**config.mk**
```make
export PLATFORM = sky130hd
export DESIGN_NAME = bin2bcd_seq
export DESIGN_NICKNAME = d
export VERILOG_FILES = /design/src/rtl/bcd_pkg.sv /design/src/rtl/madd3.sv /design/src/rtl/bin2bcd_seq.sv
export SDC_FILE = /design/constraint.sdc
export NUM_CORES = 1
export LEC_CHECK = 0
export CAP_MARGIN = 20
export CORE_AREA = 2 2 62 64
export CTS_CLUSTER_SIZE = 8
export DETAILED_ROUTE_END_ITERATION = 16
export DIE_AREA = 0 0 64 66
export PLACE_DENSITY_LB_ADDON = 0.2
export SYNTH_ARGS = -nofsm -noshare
export SYNTH_HDL_FRONTEND = slang
export SYNTH_SLANG_ARGS = --single-unit
```
**constraint.sdc**
```tcl
create_clock -name clk -period 2.1 [get_ports clk]
set_input_delay 0.63 -clock clk [delete_from_list [all_inputs] [get_ports clk]]
set_output_delay 0.63 -clock clk [all_outputs]
set_load 0.02 [all_outputs]
```
**src/rtl/bcd_pkg.sv**
```systemverilog
// rtl/bcd_pkg.sv - shared encodings and constants for the sequential BCD converter
package bcd_pkg;

  typedef enum logic [1:0] {
    ST_IDLE  = 2'd0,
    ST_SHIFT = 2'd1,
    ST_DONE  = 2'd2
  } state_t;

  localparam int         BCD_DIGIT_W = 4;
  localparam logic [3:0] ADD3_THRESH = 4'd5;

endpackage

```
**src/rtl/madd3.sv**
```systemverilog
// rtl/madd3.sv - double-dabble digit adjust: add 3 when the digit is 5 or more
import bcd_pkg::*;

module madd3 (
  input  logic [3:0] x,
  output logic [3:0] y
);

  // Inputs never exceed 9, so the sum stays within 4 bits.
  assign y = (x >= ADD3_THRESH) ? x + 4'd3 : x;

endmodule

```
**src/rtl/bin2bcd_seq.sv**
```systemverilog
// rtl/bin2bcd_seq.sv - one-bit-per-clock binary to packed BCD converter
import bcd_pkg::*;

module bin2bcd_seq #(
  parameter int N_BITS   = 8,
  parameter int N_DIGITS = 3
) (
  input  logic                            clk,
  input  logic                            rst,
  input  logic                            start,
  input  logic [N_BITS-1:0]               bin,
  output logic                            busy,
  output logic                            done,
  output logic [BCD_DIGIT_W*N_DIGITS-1:0] bcd
);

  localparam int DW = BCD_DIGIT_W * N_DIGITS;
  localparam int CW = $clog2(N_BITS + 1);
  localparam int WW = DW + N_BITS;

  state_t          state;
  logic [CW-1:0]   cnt;
  logic [WW-1:0]   w;
  logic [DW-1:0]   adj;
  logic [WW-1:0]   shifted;

  genvar gi;
  generate
    for (gi = 0; gi < N_DIGITS; gi++) begin : g_digit
      madd3 u_madd3 (
        .x(w[N_BITS + BCD_DIGIT_W*gi +: BCD_DIGIT_W]),
        .y(adj[BCD_DIGIT_W*gi +: BCD_DIGIT_W])
      );
    end
  endgenerate

  // Adjust precedes the shift, so the final digits are never adjusted again.
  assign shifted = {adj, w[N_BITS-1:0]} << 1;

  always_ff @(posedge clk) begin
    if (rst) begin
      state <= ST_IDLE;
      busy  <= 1'b0;
      done  <= 1'b0;
      bcd   <= '0;
      cnt   <= '0;
      w     <= '0;
    end else begin
      case (state)
        ST_SHIFT: begin
          w   <= shifted;
          cnt <= cnt + CW'(1);
          if (cnt == CW'(N_BITS - 1)) begin
            bcd   <= shifted[WW-1 -: DW];
            state <= ST_DONE;
            busy  <= 1'b0;
            done  <= 1'b1;
          end
        end
        default: begin
          // IDLE and DONE both accept a new request, allowing back-to-back conversions.
          done <= 1'b0;
          if (start) begin
            w     <= {{DW{1'b0}}, bin};
            cnt   <= '0;
            state <= ST_SHIFT;
            busy  <= 1'b1;
          end else begin
            state <= ST_IDLE;
            busy  <= 1'b0;
          end
        end
      endcase
    end
  end

endmodule

```
After elaboration in Yosys (flattened, before gate mapping)
Index checks and enable logic that the tools add are counted.
W data, S select, Z words.

word-level totals
  word-level logic and storage cells = 35
  output and inout port bits = 14
  bits in registers = 40
  bits of input ports = 11

cells by class
  bitwise logic cells = 1
  reductions and logical operators = 4
  equal/unequal tests = 3
  multiplexer cells = 13
  order comparisons = 3
  $add $sub $neg = 4

operators by type and width
  cell                   count
  $mux W20               2
  $mux W4                4
  $ge A4 B3 Y1 const B   3
  $add A4 B2 Y4 const B  2
  $add A4 B1 Y4 const B  1
  $eq A4 B3 Y1 const B   1
  $mux W1                4
  $mux W2                2
  $reduce_or A2 Y1       2
  $add A3 B2 Y3 const B  1
  $mux W3                1
  $eq A2 B1 Y1 const B   1
  $ne A2 B2 Y1 const B   1
  $reduce_and A2 Y1      1
  $reduce_bool A2 Y1     1
  $not A1 Y1             1

Depth between registers and ports, before layout
Gate-level depths: netlist (run 1).

  depth after elaboration = 3
  gate-level depth with buffers = 7
  mapped depth without buffers = 6

Modules after synthesis
A second synthesis (run 1) with hierarchy kept.

unflattened totals
  cell total of the unflattened synthesis = 167
  area total of the unflattened synthesis = 1,685.4 sq um

by module, submodules not included
  module       area an instance (sq um)  sequential area each (sq um)  cells an instance  instances
  bin2bcd_seq  1,381.3                   780.7                         119                1
  madd3        101.3                     0.0                           16                 3

Worst setup path before layout (run 1)
No wires, ideal clock.

  path kind = flip-flop to flip-flop
  start point = reg w[8]
  end point = reg bcd[2]
  period minus slack after synthesis = 1,466 ps
  stages on the path, launching flop included = 7
  slack = 634 ps
  arrival time = 1,391 ps
  setup time = 75 ps
  cell sequence = dfxtp_1 -> inv_1 -> ha_1 -> nand2b_1 -> a21oi_1 -> mux2_2 -> o22ai_1

between the ends
  cells in the longest elaborated chain, start to end = 2
  elaborated cells on any way between the ends = 3
  those cells by class = 1 x add/sub; 1 x order compare; 1 x mux

ends and longest elaborated chain
  what                                           line               RTL
  from (decl)                                    bin2bcd_seq.sv:23  logic [WW-1:0] w;
  from (signal assigned)                         bin2bcd_seq.sv:51  w <= shifted;
  from (signal assigned)                         bin2bcd_seq.sv:64  w <= {{DW{1'b0}}, bin};
  $add A4 B2 Y4 or $ge A4 B3 Y1 (tied branches)  madd3.sv:10        assign y = (x >= ADD3_THRESH) ? x + 4'd3 : x;
  $mux W4 *                                      madd3.sv:10
  to (signal assigned)                           bin2bcd_seq.sv:54  bcd <= shifted[WW-1 -: DW];
  to (decl)                                      bin2bcd_seq.sv:14  output logic [BCD_DIGIT_W*N_DIGITS-1:0] bcd

Mark *: on every way between the ends. The rest lies on a longest branch, timed or not.
A chain may end at the register's enable or synchronous reset.

==> results.json, run 1 <==
{
  "syn_area_per_cell_um2": 9.264,
  "timing.final.crit_share": 0.9229,
  "crit_required_ns": 1.47,
  "grt_max_degree": 25,
  "cp_data_arrival_time_ns": 1.31,
  "status": "completed",
  "cts_root_buffer": "clkbuf_4",
  "synth-adder-area-share": 0.04899,
  "crit_slowest_cell": "clkdlybuf4s50_1",
  "cts_resized": 0,
  "area_growth_pct": 20.64,
  "yosys.area_share.simple": 0.1945,
  "worst_setup_path_start_kind": "register",
  "fin_util": 0.6075,
  "min_period_ns": 1.938,
  "cts.clk_slew.worst_paths_ns": 0.11,
  "clock_latency_ns": 0.34,
  "synth_top_area_cell": "dfxtp_1",
  "drive_gt1_frac": 0.1091,
  "drv_cap": 0,
  "first_global_vias": 1321,
  "track_usage": 0.1846,
  "synth_edf_count": 0,
  "place_congestion": 0.7278,
  "yosys-mux-area-fraction": 0.06928,
  "timing.final.max_slew_violations": 0,
  "diodes": 0,
  "ys_top_cells_by_area": "dfxtp_1 44%, mux2i_1 5.0%, ha_1 4.9%, o22ai_1 4.9%, a21oi_1 4.8%",
  "wirelength_mm": 3.623,
  "synth_async_sr_flop_share": 0,
  "worst_pin_slew_ns": 0.5341,
  "placementRows": 22,
  "fmax_mhz": 516.0,
  "synth_top_area_frac": 0.4367,
  "num_io_pins": 25,
  "yosys.area_share.xor_xnor": 0.01470,
  "setup_tns_ns": 0,
  "leakage_uw": 0.0007501,
  "post_cts_buffers": 0,
  "cp.depth": 1,
  "ys_seq_elements": 39,
  "final-hold-violation-count": 0,
  "clk_path_buf_depth": 2,
  "powerDensity_mw_per_mm2": 607.5,
  "core_area_mm2": 0.003551,
  "antenna_found_initial": 0,
  "syn_area_mm2": 0.001788,
  "setup.worst_path.class": "reg2out",
  "rsz0062_at_grt": "false",
  "wl_per_cell_um": 13.52,
  "synth_compound_area_frac": 0.1805,
  "numCtsBuffers": 5,
  "yosys_most_used_dff": "dfxtp_1",
  "syn_inst": 193,
  "die_y_um": 66,
  "critPathMaxStageDelay_ns": 0.61,
  "hold_depth": 2,
  "setup_violations": 0,
  "cts_tree": "yes",
  "die_area_mm2": 0.004224,
  "peakVddDrop_mv": 0.3471,
  "path_cells": "clkdlybuf4s50_1",
  "synth_top_family_by_area": "simple AND/OR/NAND/NOR gates",
  "vias_per_cell": 5.388,
  "nNetsFinal": 237,
  "vias": 1444,
  "slew_headroom": 0.6439,
  "cts.sinks": 39,
  "h-tree-depth": 2,
  "synth_nets": 211,
  "port_buffers": 24,
  "ant_nets": 0,
  "grt-ovfl-total": 0,
  "drc": 0,
  "crit_path_end_kind": "output port",
  "hpwl_mm": 2.635,
  "hold_path.class": "reg2reg",
  "setup_ws_ns": 0.1619,
  "dr.pass1.iters": 4,
  "worstRegToRegCells": 6,
  "die_w_um": 64,
  "post-place-ws_ns": 0.1815,
  "initialDrtViolationCount": 31,
  "cp_max_fo": 3,
  "grt_pass1_wl_mm": 6.009,
  "yosys_warnings": 0,
  "start_util": 0.5035,
  "yosysSeqAreaShare": 0.4367,
  "critical_path.top_delay_family": "buffers and inverters",
  "synth.distinct_cells": 25,
  "path_buf_inv": 1,
  "clock_skew_ns": 0.005867,
  "cts_hold_buffers": 0
}
==> cell usage in the layout, fill, tap and decap left out, types with 9 or more instances in the layout <==
| master | n |
|---|---|
| dfxtp_1 | 39 |
| clkdlybuf4s50_1 | 24 |
| nor2_1 | 18 |
| a21oi_1 | 17 |
| o22ai_1 | 14 |
| nand2b_1 | 12 |
| mux2i_1 | 9 |
==> routing by layer <==
layer  GRT usage  up-vias  routed length [um]
li1            -      735                   -
met1      0.2094      674                1635
met2      0.3307       29                1780
met3     0.04600        6                 148
met4     0.07337        0                  58
met5           0        -                   0
==> through the flow <==
stage	cells	hold WS (ns)	instance area, um^2	total power (uW)
6_report	268	0.4954	2157	1310
5_1_grt	268	0.5125	2157	1376
4_1_cts	268	0.4984	2157	1327
3_5_place_dp	260	0.4799	2088	902.0
3_3_place_gp	260	0.4724	2088	897.4
2_1_floorplan	193	0.4438	1788	854.5
==> power breakdown <==
part           internal, uW  switching [uW]  total (uW)
clock network           197             230         427
logic                  55.8            61.5         117
registers               756            10.2         766
total                  1010             301        1310
==> cells by family (layout without fill, tap and decap cells) <==
family / after synthesis / count (layout)
AOI/OAI and AO/OA: 50 / 50
adders and majority gates: 7 / 7
xor gates and xnor gates: 3 / 3
muxes: 12 / 12
buffers and inverters: 20 / 47
and+or+nand+nor: 62 / 62
DFF: 39 / 39
==> registers in the layout (all words and copies together) (netlist names) <==
register	flops
w	20
cnt	4
done	1
bcd	12
state	2
==> cell usage after synthesis, drive strengths merged, types with 4 or more instances <==
| library cell | number |
|---|---|
| nor2 | 18 |
| clkbuf | 4 |
| or3 | 7 |
| dfxtp | 39 |
| mux2i | 9 |
| nor3b | 5 |
| o22ai | 14 |
| o21ai | 7 |
| buf | 9 |
| a211oi | 12 |
| ha | 7 |
| nor3 | 6 |
| nand3b | 5 |
| a21oi | 17 |
| nand3 | 4 |
| nand2b | 12 |
| inv | 7 |
==> final cells by class <==
type                       count  area (um^2)
clock buffer                   8        68.82
fill                         319         1394
inverter                       7        26.28
multi-input combinational    134        908.4
sequential                    39        780.7
tap                           48        60.06
timing repair buffer          32        312.8
==> path summary, 6_finish.rpt <==
check | from | end | slack (ns)
max | state[0] | busy | 0.16
min | bcd[6] | bcd[6] | 0.50
max reg2reg | w[8] | bcd[2] | 0.42
min reg2reg | bcd[6] | bcd[6] | 0.50
(Power assumes the default switching activity.)
==> run 2: changes to the inputs <==
--- a/config.mk
+++ b/config.mk
@@ -5,7 +5,7 @@
 export SDC_FILE = /design/constraint.sdc
 export NUM_CORES = 1
 export LEC_CHECK = 0
-export CAP_MARGIN = 20
+export CAP_MARGIN = 0
 export CORE_AREA = 2 2 62 64
 export CTS_CLUSTER_SIZE = 8
 export DETAILED_ROUTE_END_ITERATION = 16
==> constraint.sdc (replaced) <==
create_clock -name clk -period 1.9 [get_ports clk]
set_input_delay 0.57 -clock clk [delete_from_list [all_inputs] [get_ports clk]]
set_output_delay 0.57 -clock clk [all_outputs]
set_load 0.02 [all_outputs]
==> results.json, run 2 (synthesized netlist as in run 1, its figures left out) <==
{
  "timing.hold.worst.start": "bcd[10]",
  "track_usage": 0.2014,
  "dr.pass1.iters": 4,
  "grt-ovfl-total": 0,
  "placementRows": 22,
  "crit_required_ns": 1.33,
  "die_y_um": 66,
  "critPathMaxStageDelay_ns": 0.60,
  "design_area_mm2": 0.002190,
  "numCtsBuffers": 5,
  "clk_path_buf_depth": 2,
  "cts.sinks": 39,
  "worst_setup_path_start_kind": "register",
  "hold_path_end": "bcd[10]",
  "fmax_mhz": 539.8,
  "peakVddDrop_mv": 0.4212,
  "die_area_mm2": 0.004224,
  "clock_latency_ns": 0.35,
  "path_cells": "clkdlybuf4s50_1",
  "largest-register": "w",
  "hold_depth": 2,
  "final_common_cell": "dfxtp_1",
  "setup_violations": 0,
  "nNetsFinal": 238,
  "powerDensity_mw_per_mm2": 671.8,
  "timing.rr.end": "bcd[6]",
  "setup_ws_ns": 0.04744,
  "drive_gt1_frac": 0.1131,
  "timing.final.max_slew_violations": 0,
  "cts_tree": "yes",
  "largest_reg_flops": 20,
  "worstRegToRegCells": 6,
  "drv_cap": 0,
  "placedInstanceArea_mm2": 0.002096,
  "cp_max_fo": 2,
  "initialDrtViolationCount": 46,
  "cts_root_buffer": "clkbuf_4",
  "worst_pin_slew_ns": 0.3466,
  "drc": 0,
  "core_area_mm2": 0.003551,
  "place_congestion": 0.7743,
  "final-hold-violation-count": 0,
  "cts.clk_slew.worst_paths_ns": 0.11,
  "r2r_slack_ns": 0.21,
  "wl_per_cell_um": 14.57,
  "min_period_ns": 1.853,
  "slew_headroom": 0.7682,
  "first_global_vias": 1455,
  "final_cell_count_no_fill": 269,
  "hpwl_mm": 2.816,
  "grt_pass1_wl_mm": 6.568,
  "timing.rr.start": "w[12]",
  "vias": 1465,
  "dp_cells": 261,
  "vias_per_cell": 5.446,
  "setup_tns_ns": 0,
  "post-place-ws_ns": 0.1146,
  "crit_path_end_kind": "output port",
  "setup.worst_path.class": "reg2out",
  "rsz0062_at_grt": "false",
  "die_w_um": 64,
  "crit_slowest_cell": "clkdlybuf4s50_1",
  "grt_max_degree": 25,
  "cp_data_arrival_time_ns": 1.28,
  "status": "completed",
  "antenna_found_initial": 0,
  "power.total_uw": 1471,
  "num_io_pins": 25,
  "final_cell_mix": "39 x dfxtp_1, 18 x nor2_1, 17 x a21oi_1, 14 x o22ai_1, 12 x nand2b_1",
  "h-tree-depth": 2,
  "top_regs": "w x20, bcd x12, cnt x4",
  "critical_path.top_delay_family": "buffers and inverters",
  "hold_path.class": "reg2reg",
  "cp.depth": 1,
  "diodes": 0,
  "ant_nets": 0,
  "area_growth_pct": 22.46,
  "cts_hold_buffers": 0,
  "wirelength_mm": 3.919,
  "clock_skew_ns": 0.01118,
  "start_util": 0.5035,
  "port_buffers": 24,
  "path_buf_inv": 1,
  "leakage_uw": 0.0009688,
  "timing.final.crit_share": 0.9750
}
run 2: cell types whose count changed in the layout (fill, tap and decap cells not counted):
cell,change
clkdlybuf4s50_1,-13
dlymetal6s2s_1,+11
buf_4,+1
dlygate4sd2_1,+2
run 2: stage by stage:
step | hold WS, ns | util
3_3_place_gp | 0.4657 | 0.5902
6_report | 0.4925 | 0.6166
2_1_floorplan | 0.4438 | -
4_1_cts | 0.4989 | 0.6089
5_1_grt | 0.5179 | 0.6166
3_5_place_dp | 0.4832 | 0.5902
run 2: worst max path at each step:
stage                 start  endpoint  slack, ns
finish              bcd[10]   bcd[10]       0.05
global route        bcd[10]   bcd[10]      0.002
CTS                  bcd[2]    bcd[2]      0.001
detailed placement    start      w[8]       0.11
global placement      start     w[12]       0.13
floorplan              w[8]    bcd[2]       0.43
run 2: repair_timing:
| action | in CTS | in global routing |
|---|---|---|
| gates resized for setup | 2 | 11 |
| endpoints found under the setup margin | 2 | 11 |
| buffers inserted | 0 | 0 |
run 2: area by class of cell:
| class | count | area, um^2 |
|---|---|---|
| Inverter | 7 | 26.28 |
| Fill cell | 323 | 1361 |
| Multi-Input combinational cell | 134 | 908.4 |
| Tap cell | 48 | 60.06 |
| Clock buffer | 8 | 68.82 |
| Timing Repair Buffer | 33 | 345.3 |
| Sequential cell | 39 | 780.7 |
run 2: power by group:
part	leakage [uW]	switching (uW)	internal [uW]
Combinational	0.000614	70.3	62.3
Clock	0.0000386	272	218
Sequential	0.000317	12.8	836
Total	0.000969	355	1120
run 2: metal layers:
metal  track usage  routed length [um]  part of all wire
met5             0                   0                 0
met4       0.05707                  34            0.0087
met3       0.05111                 165             0.042
met2        0.3633                1982              0.51
met1        0.2349                1736              0.44
